## config.mk

```make
export PLATFORM = sky130hd
export DESIGN_NAME = kogge_stone_addsub_pipe
export DESIGN_NICKNAME = d
export VERILOG_FILES = /design/src/rtl/kogge_stone_addsub_pipe_pkg.sv /design/src/rtl/kogge_stone_addsub_pipe_black_cell.sv /design/src/rtl/kogge_stone_addsub_pipe.sv
export SDC_FILE = /design/constraint.sdc
export NUM_CORES = 1
export LEC_CHECK = 0
export CAP_MARGIN = 10
export CORE_UTILIZATION = 30
export CTS_BUF_LIST = sky130_fd_sc_hd__clkbuf_16
export CTS_CLUSTER_DIAMETER = 200
export CTS_CLUSTER_SIZE = 16
export DETAILED_ROUTE_END_ITERATION = 7
export GPL_TIMING_DRIVEN = 0
export PLACE_DENSITY = 0.45
export SLEW_MARGIN = 10
export SYNTH_ARGS = -nofsm -noshare
export SYNTH_HDL_FRONTEND = slang
export SYNTH_SLANG_ARGS = --single-unit
```

## constraint.sdc

```tcl
create_clock -name clk -period 1.74 [get_ports clk]
set_input_delay 0.348 -clock clk [delete_from_list [all_inputs] [get_ports clk]]
set_output_delay 0.348 -clock clk [all_outputs]
set_load 0.1 [all_outputs]
```

## src/rtl/kogge_stone_addsub_pipe_pkg.sv

```systemverilog
`default_nettype none
// +--------------------------------------------------------------------------+
// | Package    : ks_pkg                                                      |
// | Purpose    : Shared types and helpers for the pipelined Kogge-Stone      |
// |              adder/subtractor (prefix column type, op encoding, level    |
// |              count helper).                                              |
// | Ports      : none                                                        |
// | Revision   : 1.0 - initial release                                       |
// +--------------------------------------------------------------------------+
package ks_pkg;

  // One prefix column: group generate / group propagate.
  typedef struct packed {
    logic g;
    logic p;
  } ks_gp_t;

  typedef enum logic {
    KS_ADD = 1'b0,
    KS_SUB = 1'b1
  } ks_op_e;

  // Number of prefix levels needed to span an n-bit operand.
  function automatic int ks_levels(input int n);
    return $clog2(n);
  endfunction

endpackage
`default_nettype wire

```

## src/rtl/kogge_stone_addsub_pipe_black_cell.sv

```systemverilog
`default_nettype none
// +--------------------------------------------------------------------------+
// | Module     : ks_black_cell                                               |
// | Purpose    : Kogge-Stone prefix operator. Merges a higher-order (G,P)    |
// |              group with the adjacent lower-order group.                  |
// | Ports      : g_hi_i/p_hi_i  - upper group generate/propagate            |
// |              g_lo_i/p_lo_i  - lower group generate/propagate            |
// |              g_o/p_o        - merged group generate/propagate           |
// | Revision   : 1.0 - initial release                                       |
// +--------------------------------------------------------------------------+
module ks_black_cell
  import ks_pkg::*;
(
  input  logic g_hi_i,
  input  logic p_hi_i,
  input  logic g_lo_i,
  input  logic p_lo_i,
  output logic g_o,
  output logic p_o
);

  ks_gp_t hi;
  ks_gp_t lo;
  ks_gp_t res;

  assign hi    = '{g: g_hi_i, p: p_hi_i};
  assign lo    = '{g: g_lo_i, p: p_lo_i};
  assign res.g = hi.g | (hi.p & lo.g);
  assign res.p = hi.p & lo.p;

  assign g_o = res.g;
  assign p_o = res.p;

endmodule
`default_nettype wire

```

## src/rtl/kogge_stone_addsub_pipe.sv

```systemverilog
`default_nettype none
// +--------------------------------------------------------------------------+
// | Module     : kogge_stone_addsub_pipe                                     |
// | Purpose    : N-bit fully pipelined Kogge-Stone adder/subtractor with a   |
// |              valid/ready stream interface. One register stage per        |
// |              prefix level; latency L+2 cycles, one beat per clock.       |
// | Ports      : clk, rst_n      - clock, synchronous active-low reset       |
// |              in_valid_i/in_ready_o   - operand handshake                 |
// |              a_i, b_i        - operands                                  |
// |              sub_i, cin_i    - 0: a+b+cin, 1: a-b-cin (cin = borrow-in)  |
// |              out_valid_o/out_ready_i - result handshake                  |
// |              sum_o, cout_o, ovf_o, zero_o - result and flags             |
// | Revision   : 1.0 - initial release                                       |
// +--------------------------------------------------------------------------+
module kogge_stone_addsub_pipe
  import ks_pkg::*;
#(
  parameter int N = 32
) (
  input  logic         clk,
  input  logic         rst_n,
  input  logic         in_valid_i,
  output logic         in_ready_o,
  input  logic [N-1:0] a_i,
  input  logic [N-1:0] b_i,
  input  logic         sub_i,
  input  logic         cin_i,
  output logic         out_valid_o,
  input  logic         out_ready_i,
  output logic [N-1:0] sum_o,
  output logic         cout_o,
  output logic         ovf_o,
  output logic         zero_o
);

  localparam int L = ks_levels(N);

  // ---------------------------------------------------------------------------
  // Handshake: the whole pipe moves together or holds together.
  // ---------------------------------------------------------------------------
  logic advance;
  logic accept;

  // ---------------------------------------------------------------------------
  // Operand preparation
  // ---------------------------------------------------------------------------
  ks_op_e       op;
  logic [N-1:0] b_eff;
  logic         c0;
  logic [N-1:0] g_bit;
  logic [N-1:0] p_bit;

  assign op    = ks_op_e'(sub_i);
  assign b_eff = (op == KS_SUB) ? ~b_i : b_i;
  assign c0    = cin_i ^ sub_i;
  assign g_bit = a_i & b_eff;
  assign p_bit = a_i ^ b_eff;

  // ---------------------------------------------------------------------------
  // Pipeline state. Index 0 is the operand stage, index k the output of
  // prefix level k. pb_* carries the bitwise propagate for the final sum.
  // ---------------------------------------------------------------------------
  wire  [L:0][N-1:0] g_d;
  wire  [L:0][N-1:0] p_d;
  logic [L:0][N-1:0] g_q;
  logic [L:0][N-1:0] p_q;
  logic [L:0][N-1:0] pb_d;
  logic [L:0][N-1:0] pb_q;
  logic [L:0]        c0_d;
  logic [L:0]        c0_q;
  logic [L:0]        v_d;
  logic [L:0]        v_q;

  // The carry-in column (bit -1: g=c0, p=0) is merged into bit 0 before the
  // tree. Bit 0 then carries a zero propagate, so every column's group that
  // reaches bit 0 already includes c0 and the tree only spans bits 0..N-1.
  ks_black_cell u_fold (
    .g_hi_i (g_bit[0]),
    .p_hi_i (p_bit[0]),
    .g_lo_i (c0),
    .p_lo_i (1'b0),
    .g_o    (g_d[0][0]),
    .p_o    (p_d[0][0])
  );

  assign g_d[0][N-1:1] = g_bit[N-1:1];
  assign p_d[0][N-1:1] = p_bit[N-1:1];

  // Prefix levels: level k merges each column with the one 2^(k-1) below it.
  for (genvar k = 1; k <= L; k++) begin : g_level
    localparam int S = 1 << (k - 1);
    for (genvar i = 0; i < N; i++) begin : g_col
      if (i >= S) begin : g_black
        ks_black_cell u_cell (
          .g_hi_i (g_q[k-1][i]),
          .p_hi_i (p_q[k-1][i]),
          .g_lo_i (g_q[k-1][i-S]),
          .p_lo_i (p_q[k-1][i-S]),
          .g_o    (g_d[k][i]),
          .p_o    (p_d[k][i])
        );
      end else begin : g_pass
        assign g_d[k][i] = g_q[k-1][i];
        assign p_d[k][i] = p_q[k-1][i];
      end
    end
  end

  assign pb_d = {pb_q[L-1:0], p_bit};
  assign c0_d = {c0_q[L-1:0], c0};
  assign v_d  = {v_q[L-1:0], accept};

  // ---------------------------------------------------------------------------
  // Final stage: after level L, g_q[L][i] is the carry out of bit i.
  // ---------------------------------------------------------------------------
  logic [N-1:0] carry_in;
  logic [N-1:0] sum_d;
  logic         cout_d;
  logic         ovf_d;
  logic         zero_d;

  assign carry_in = {g_q[L][N-2:0], c0_q[L]};
  assign sum_d    = pb_q[L] ^ carry_in;
  assign cout_d   = g_q[L][N-1];
  assign ovf_d    = g_q[L][N-1] ^ g_q[L][N-2];
  assign zero_d   = ~|sum_d;

  // The group propagate of the last level has no consumer.
  logic unused_p_last;
  assign unused_p_last = ^p_q[L];

  logic         out_valid_q;
  logic [N-1:0] sum_q;
  logic         cout_q;
  logic         ovf_q;
  logic         zero_q;

  assign advance = ~out_valid_q | out_ready_i;
  assign accept  = in_valid_i & advance;

  always_ff @(posedge clk) begin
    if (!rst_n) begin
      g_q         <= '0;
      p_q         <= '0;
      pb_q        <= '0;
      c0_q        <= '0;
      v_q         <= '0;
      out_valid_q <= 1'b0;
      sum_q       <= '0;
      cout_q      <= 1'b0;
      ovf_q       <= 1'b0;
      zero_q      <= 1'b0;
    end else if (advance) begin
      g_q         <= g_d;
      p_q         <= p_d;
      pb_q        <= pb_d;
      c0_q        <= c0_d;
      v_q         <= v_d;
      out_valid_q <= v_q[L];
      sum_q       <= sum_d;
      cout_q      <= cout_d;
      ovf_q       <= ovf_d;
      zero_q      <= zero_d;
    end
  end

  assign in_ready_o  = advance;
  assign out_valid_o = out_valid_q;
  assign sum_o       = sum_q;
  assign cout_o      = cout_q;
  assign ovf_o       = ovf_q;
  assign zero_o      = zero_q;

endmodule
`default_nettype wire
```

==> impl_metrics.env, run 1 <==
export IMPL_path_buf_inv=4
export IMPL_internal_power_mw=17.14
export IMPL_period_share=1.087
export IMPL_clock_latency_ps=580
export IMPL_port_buffers=104
export IMPL_crit_slowest_cell="dfxtp_4"
export IMPL_fmaxAchievable_mhz=528.9
export IMPL_drtAntennaViolNets=0
export IMPL_slowest_delay_ps=340
export IMPL_wl_met2_um=29880
export IMPL_synth_cells=2375
export IMPL_grt_start_max_net_pins=19
export IMPL_setup_violations=1
export IMPL_grt_overflow_total=0
export IMPL_route_detailed_wl_per_inst_um=19.85
export IMPL_via_count=16640
export IMPL_synthFlopType="dfxtp_1"
export IMPL_p_leak_nw=8.717
export IMPL_hold_path_depth=3
export IMPL_drv_cap=0
export IMPL_cp_depth=5
export IMPL_die_w_um=263.1
export IMPL_finalWeightedCongestion=0.8542
export IMPL_rsz0062_at_grt="true"
export IMPL_synth_top_cells_by_area="dfxtp_1 (52%), a21boi_0 (13%), nand2_1 (12%)"
export IMPL_avgViaCountPerCell=4.893
export IMPL_root_buffer="clkbuf_16"
export IMPL_min_delay_start="rst_n"
export IMPL_clock_sinks=530
export IMPL_syn_nets=2477
export IMPL_dp_hpwl_um=52990
export IMPL_crit_type="register to primary output"
export IMPL_path_cells="nor2b_4 > buf_6 > inv_8 > clkbuf_16 > buf_16"
export IMPL_syn_cell_area_mm2=0.02045
export IMPL_synthDistinctLibCells=23
export IMPL_seq_area_frac_synth=0.5189
export IMPL_antenna_found_initial=1
export IMPL_p_clk_frac=0.370
export IMPL_yosys_warnings=0
export IMPL_utilization=0.3552
export IMPL_wl_um=67500
export IMPL_peakVddDrop_uv=498.4
export IMPL_pwr_share_comb=0.062
export IMPL_synth_top_cell_area_share=0.5189
export IMPL_hold_end="pb_q[173]$_SDFFE_PN0N_"
export IMPL_nFillCells=7093
export IMPL_fin_ws_ps=-150.6
export IMPL_ys_seq_elements=530
export IMPL_ios=107
export IMPL_cp_top_family="buffers and inverters"
export IMPL_clk_pin_slew_worst_paths_ps=80
export IMPL_first_global_vias=16460
export IMPL_clock_path_buffers=3
export IMPL_p_per_area_mw_per_mm2=952.7
export IMPL_pwr_share_seq=0.568
export IMPL_grt_pass1_wl_um=102900
export IMPL_drc=0
export IMPL_final_nets=2626
export IMPL_r2r_slack_ps=60
export IMPL_wl_met3_um=2673
export IMPL_critPathArrivalTime_ps=1540
export IMPL_finalHoldViolCount=0
export IMPL_die_area_mm2=0.06921
export IMPL_preCtsSetupSlack_ps=-1628
export IMPL_yosysMostFrequentCell="nand2_1"
export IMPL_die_y_um=263.1
export IMPL_regToRegEndpoint="p_q[158]$_SDFFE_PN0N_"
export IMPL_violations="setup timing"
export IMPL_synth_edf_count=0
export IMPL_wl_met1_um=33450
export IMPL_worstPathMaxFanout=3
export IMPL_hp_class="primary input to register"
export IMPL_switching_share=0.2468
export IMPL_drive_gt1_frac=0.08508
export IMPL_dr_pass1_iters=5
export IMPL_worst_slew_pin_slew_ps=933.4
export IMPL_cts_buffers=39
export IMPL_top_layer_used="met4"
export IMPL_timing_rr_start="out_valid_o$_SDFFE_PN0N_"
export IMPL_fin_crit_ps=1891
export IMPL_ys_top_cells_by_count="nand2_1 (663), dfxtp_1 (530), a21boi_0 (364)"
export IMPL_cts_tree="done"
export IMPL_syn_mean_instance_area_um2=8.610
export IMPL_core_area_mm2=0.06728
export IMPL_crit_path_end_kind="primary output"
export IMPL_start_util=0.3039
export IMPL_outcome="complete, but fails checks"
export IMPL_switching_power_mw=5.619
export IMPL_area_delta_synth_final_pct=16.85
export IMPL_num_rows=95
export IMPL_async_flop_share=0
export IMPL_maxSlewViolCount=0
export IMPL_skew_ps=16.93
export IMPL_rr_worst_depth=9
export IMPL_detail_route_iter0_violations=1089
export IMPL_synth_top_area_cell="dfxtp_1"
export IMPL_htree_num_levels=2
export IMPL_cts_hold_buf=0
export IMPL_grt_usage=0.1941
export IMPL_slew_headroom=0.3777
export IMPL_required_ps=1390
export IMPL_finalSetupTns_ps=-150.6
export IMPL_cp_start_kind="register"
[worst min-delay path, cell delays in order]
cell	delay (ps)
buf_4	160
clkbuf_1	200
a21boi_0	160
[power by group through the flow]
stage | Combinational [mW] | Sequential [mW] | Clock (mW)
after floorplan | 0.790 | 13.0 | 0
after global placement | 1.40 | 13.2 | 0
after detailed placement | 1.40 | 13.2 | 0
after CTS | 1.42 | 12.9 | 8.65
after global routing | 1.59 | 13.0 | 9.14
final | 1.41 | 12.9 | 8.42
[state kept, by name (all words and copies together) (netlist names)]
signal,cells
ovf_o,1
out_valid_o,1
c0_q,6
g_q,129
pb_q,32
p_q,98
g_d,31
carry_in,31
pb_d,160
v_q,6
cout_d,1
sum_o,32
cout_o,1
zero_o,1
[routing by layer]
layer | global-route usage | vias up
li1 | - | 8339
met1 | 0.2745 | 7896
met2 | 0.3098 | 342
met3 | 0.02666 | 63
met4 | 0.04836 | 0
met5 | 0 | -
[layout make-up]
type,instances,area (um^2),share of cell area
Clock inverter,5,46.29,0.001937
Sequential cell,530,10620,0.4444
Timing Repair Buffer,109,996.0,0.04168
Tap cell,873,1092,0.04571
Inverter,1,11.26,0.0004713
Clock buffer,39,975.9,0.04084
Buffer,179,1023,0.04283
Antenna cell,1,2.502,0.0001047
Multi-Input combinational cell,1664,9129,0.3820
[cells by family after synthesis]
family / synth area share
compound gates: 0.2462
xor+xnor: 0.02827
flops: 0.5189
fa+ha+maj: 0.01958
simple gates: 0.1502
buf+inv: 0.03690
[cells in the final DEF (no fill, tap or decap), types with 7 or more instances in the layout]
cell type / Yosys / layout
xor2_1: 33 / 33
dfxtp_1: 530 / 526
buf_4: 1 / 28
clkbuf_1: 107 / 60
o21ai_1: 0 / 28
a21boi_0: 364 / 353
nand4_1: 7 / 7
clkbuf_4: 0 / 50
ha_1: 32 / 32
clkbuf_16: 0 / 40
o211a_1: 33 / 33
xnor2_1: 33 / 28
a21oi_1: 260 / 260
o21ai_0: 130 / 102
clkbuf_2: 0 / 31
nand2_1: 663 / 663
a21boi_1: 0 / 11
clkdlybuf4s50_1: 0 / 67
buf_2: 57 / 38
nand3_1: 100 / 100
buf_6: 0 / 9
[worst max-delay path by stage]
stage,from,to,slack [ps]
3_3_place_gp,out_ready_i,in_ready_o,-1640
3_5_place_dp,out_ready_i,in_ready_o,-1630
4_1_cts,out_valid_o$_SDFFE_PN0N_,in_ready_o,-190
2_1_floorplan,out_valid_o$_SDFFE_PN0N_,in_ready_o,140
6_report,out_valid_o$_SDFFE_PN0N_,in_ready_o,-150
5_1_grt,out_valid_o$_SDFFE_PN0N_,in_ready_o,-210
[through the flow]
stage | cell area (um^2) | power (mW) | hold slack [ps] | instances
2_1_floorplan | 20460 | 13.84 | 439.8 | 2375
3_3_place_gp | 22600 | 14.62 | 448.7 | 3352
3_5_place_dp | 22600 | 14.63 | 456.9 | 3352
4_1_cts | 23680 | 23.01 | 339.6 | 3400
5_1_grt | 23890 | 23.71 | 368.6 | 3400
6_report | 23890 | 22.76 | 351.3 | 3401
[repair_timing]
| item | CTS | global route |
|---|---|---|
| setup buffers | 5 | 0 |
| setup endpoints to repair | 561 | 343 |
| resized for setup | 278 | 155 |
| pin swaps | 0 | 0 |
Power figures use the tool's default switching activity.
==> inputs of run 2 (changes only) <==
--- a/config.mk
+++ b/config.mk
@@ -6,6 +6,7 @@
 export NUM_CORES = 1
 export LEC_CHECK = 0
 export CAP_MARGIN = 10
+export CORE_MARGIN = 5
 export CORE_UTILIZATION = 30
 export CTS_BUF_LIST = sky130_fd_sc_hd__clkbuf_16
 export CTS_CLUSTER_DIAMETER = 200
==> run 2 against run 1 <==
Net effect: the run still ends with setup timing left; first-iteration DRC count fell by 4.2%; cell count up 0.12%; fmax fell by 7.0%; critical path type unchanged; largest power group unchanged; highest routed layer unchanged.
==> impl_metrics.env, run 2 (synthesized netlist as in run 1, its figures left out) <==
export IMPL_finalWeightedCongestion=0.8595
export IMPL_route_detailed_wl_per_inst_um=19.91
export IMPL_largest_register_ff_count=160
export IMPL_drv_cap=0
export IMPL_preCtsSetupSlack_ps=-1642
export IMPL_slew_headroom=0.3245
export IMPL_fmaxAchievable_mhz=491.7
export IMPL_regToRegEndpoint="g_d[174]$_SDFFE_PN0N_"
export IMPL_period_share=1.169
export IMPL_pwr_share_seq=0.567
export IMPL_finalSetupTns_ps=-293.6
export IMPL_avgViaCountPerCell=4.857
export IMPL_grt_pass1_wl_um=102700
export IMPL_clock_path_buffers=3
export IMPL_path_cells="nor2b_4 > buf_6 > inv_8 > clkbuf_16 > buf_12 > buf_16"
export IMPL_num_rows=95
export IMPL_fin_crit_ps=2034
export IMPL_ios=107
export IMPL_required_ps=1390
export IMPL_crit_type="register to primary output"
export IMPL_htree_num_levels=2
export IMPL_endpoint="in_ready_o"
export IMPL_r2r_slack_ps=80
export IMPL_die_area_mm2=0.07348
export IMPL_drc=0
export IMPL_dr_pass1_iters=5
export IMPL_cts_tree="done"
export IMPL_first_global_vias=16460
export IMPL_critPathArrivalTime_ps=1690
export IMPL_crit_path_start="out_valid_o$_SDFFE_PN0N_"
export IMPL_root_buffer="clkbuf_16"
export IMPL_internal_power_mw=17.23
export IMPL_crit_path_end_kind="primary output"
export IMPL_drtAntennaViolNets=0
export IMPL_die_y_um=271.1
export IMPL_skew_ps=25.15
export IMPL_dp_hpwl_um=53010
export IMPL_grt_usage=0.1793
export IMPL_start_util=0.3034
export IMPL_clk_pin_slew_worst_paths_ps=80
export IMPL_drive_gt1_frac=0.08419
export IMPL_clock_sinks=530
export IMPL_hp_class="primary input to register"
export IMPL_via_count=16540
export IMPL_clock_latency_ps=580
export IMPL_wl_um=67790
export IMPL_finalHoldViolCount=0
export IMPL_antenna_found_initial=0
export IMPL_final_cell_mix="nand2_1 (663), dfxtp_1 (529), a21boi_0 (361)"
export IMPL_crit_slowest_cell="dfxtp_4"
export IMPL_layout_commonest_cell="nand2_1"
export IMPL_rr_worst_depth=8
export IMPL_worst_slew_pin_slew_ps=1013
export IMPL_maxSlewViolCount=0
export IMPL_cts_buffers=39
export IMPL_pwr_share_comb=0.061
export IMPL_cp_start_kind="register"
export IMPL_fin_ws_ps=-293.6
export IMPL_setup_violations=1
export IMPL_switching_share=0.2451
export IMPL_min_delay_start="rst_n"
export IMPL_rsz0062_at_grt="true"
export IMPL_core_area_mm2=0.06740
export IMPL_p_clk_frac=0.372
export IMPL_port_buffers=104
export IMPL_area_delta_synth_final_pct=16.70
export IMPL_grt_overflow_total=0
export IMPL_nFillCells=7108
export IMPL_final_nets=2629
export IMPL_p_per_area_mw_per_mm2=956.2
export IMPL_die_w_um=271.1
export IMPL_detail_route_iter0_violations=1043
export IMPL_violations="setup timing"
export IMPL_p_leak_nw=8.690
export IMPL_timing_rr_start="out_valid_o$_SDFFE_PN0N_"
export IMPL_switching_power_mw=5.592
export IMPL_peakVddDrop_uv=544.6
export IMPL_slowest_delay_ps=350
export IMPL_grt_start_max_net_pins=18
export IMPL_worstPathMaxFanout=5
export IMPL_outcome="complete, but fails checks"
## run 2: changes by cell type in the layout (fill, tap and decap cells not counted), moves of 4 or more
cell	delta
a21boi_1	-8
buf_6	-4
o21ai_0	+28
a21boi_0	+8
clkbuf_4	-18
clkbuf_2	+8
buf_2	+7
o21ai_1	-28
buf_4	+11
## run 2: repair_timing
action	CTS	global route
gates resized for setup	276	87
hold buffers	0	0
setup buffers	6	2
setup endpoints to repair	566	318
cloned	0	0
## run 2: how the worst min path moves through the flow
stage                     depth (start not counted)  slack (ps)                        to
after floorplan                                   1         440  out_valid_o$_SDFFE_PN0N_
after global placement                            2         450    pb_d[191]$_SDFFE_PN0N_
after detailed placement                          2         450    pb_d[159]$_SDFFE_PN0N_
after CTS                                         3         310    pb_q[164]$_SDFFE_PN0N_
after global routing                              3         350    pb_q[163]$_SDFFE_PN0N_
final                                             3         330    pb_q[164]$_SDFFE_PN0N_
## run 2: final cells by class
type / instances / area [um^2] / share of cell area
Antenna cell: 2 / 5.005 / 0.0002097
Inverter: 1 / 11.26 / 0.0004719
Buffer: 179 / 968.4 / 0.04058
Tap cell: 873 / 1092 / 0.04577
Multi-Input combinational cell: 1664 / 9114 / 0.3819
Sequential cell: 530 / 10610 / 0.4448
Clock buffer: 40 / 1001 / 0.04194
Timing Repair Buffer: 112 / 1013 / 0.04247
Clock inverter: 4 / 45.04 / 0.001887
## run 2: worst max-delay path, delay by kind of cell (launching register included)
family / cells / cell delay, ps
buffers and inverters: 5 / 610
AND/OR/NAND/NOR: 1 / 130
flip-flops: 1 / 350
## run 2: metrics by stage
stage / cells / total power [mW] / cell area, um^2 / utilization / hold WS (ps)
6_report: 3405 / 22.82 / 23860 / 0.3541 / 331.3
2_1_floorplan: 2375 / 13.84 / 20460 / - / 439.8
3_3_place_gp: 3352 / 14.62 / 22600 / 0.3353 / 447.6
4_1_cts: 3401 / 23.13 / 23700 / 0.3517 / 310.1
3_5_place_dp: 3352 / 14.62 / 22600 / 0.3353 / 454.7
5_1_grt: 3403 / 23.71 / 23860 / 0.3540 / 353.5
## run 2: power by group through the flow
stage / clock network, mW / registers (mW) / logic, mW
after CTS: 8.77 / 12.9 / 1.42
after detailed placement: 0 / 13.2 / 1.40
final: 8.48 / 12.9 / 1.40
after floorplan: 0 / 13.0 / 0.790
after global placement: 0 / 13.2 / 1.40
after global routing: 9.16 / 13.0 / 1.58
## run 2: routing by layer
| metal | global-route usage | share of wire | vias to the layer above |
|---|---|---|---|
| li1 | - | - | 8331 |
| met1 | 0.2596 | 0.49 | 7785 |
| met2 | 0.2814 | 0.44 | 341 |
| met3 | 0.02552 | 0.044 | 82 |
| met4 | 0.04610 | 0.025 | 0 |
| met5 | 0 | 0 | - |
==> inputs of run 3 (changes only) <==
--- a/config.mk
+++ b/config.mk
@@ -5,6 +5,8 @@
 export SDC_FILE = /design/constraint.sdc
 export NUM_CORES = 1
 export LEC_CHECK = 0
+export ABC_AREA = 0
+export ABC_CLOCK_PERIOD_IN_PS = 1740
 export CAP_MARGIN = 10
 export CORE_MARGIN = 5
 export CORE_UTILIZATION = 30
==> results of run 3 <==
The final DEF is identical to that of run 2; final timing and power are the same.
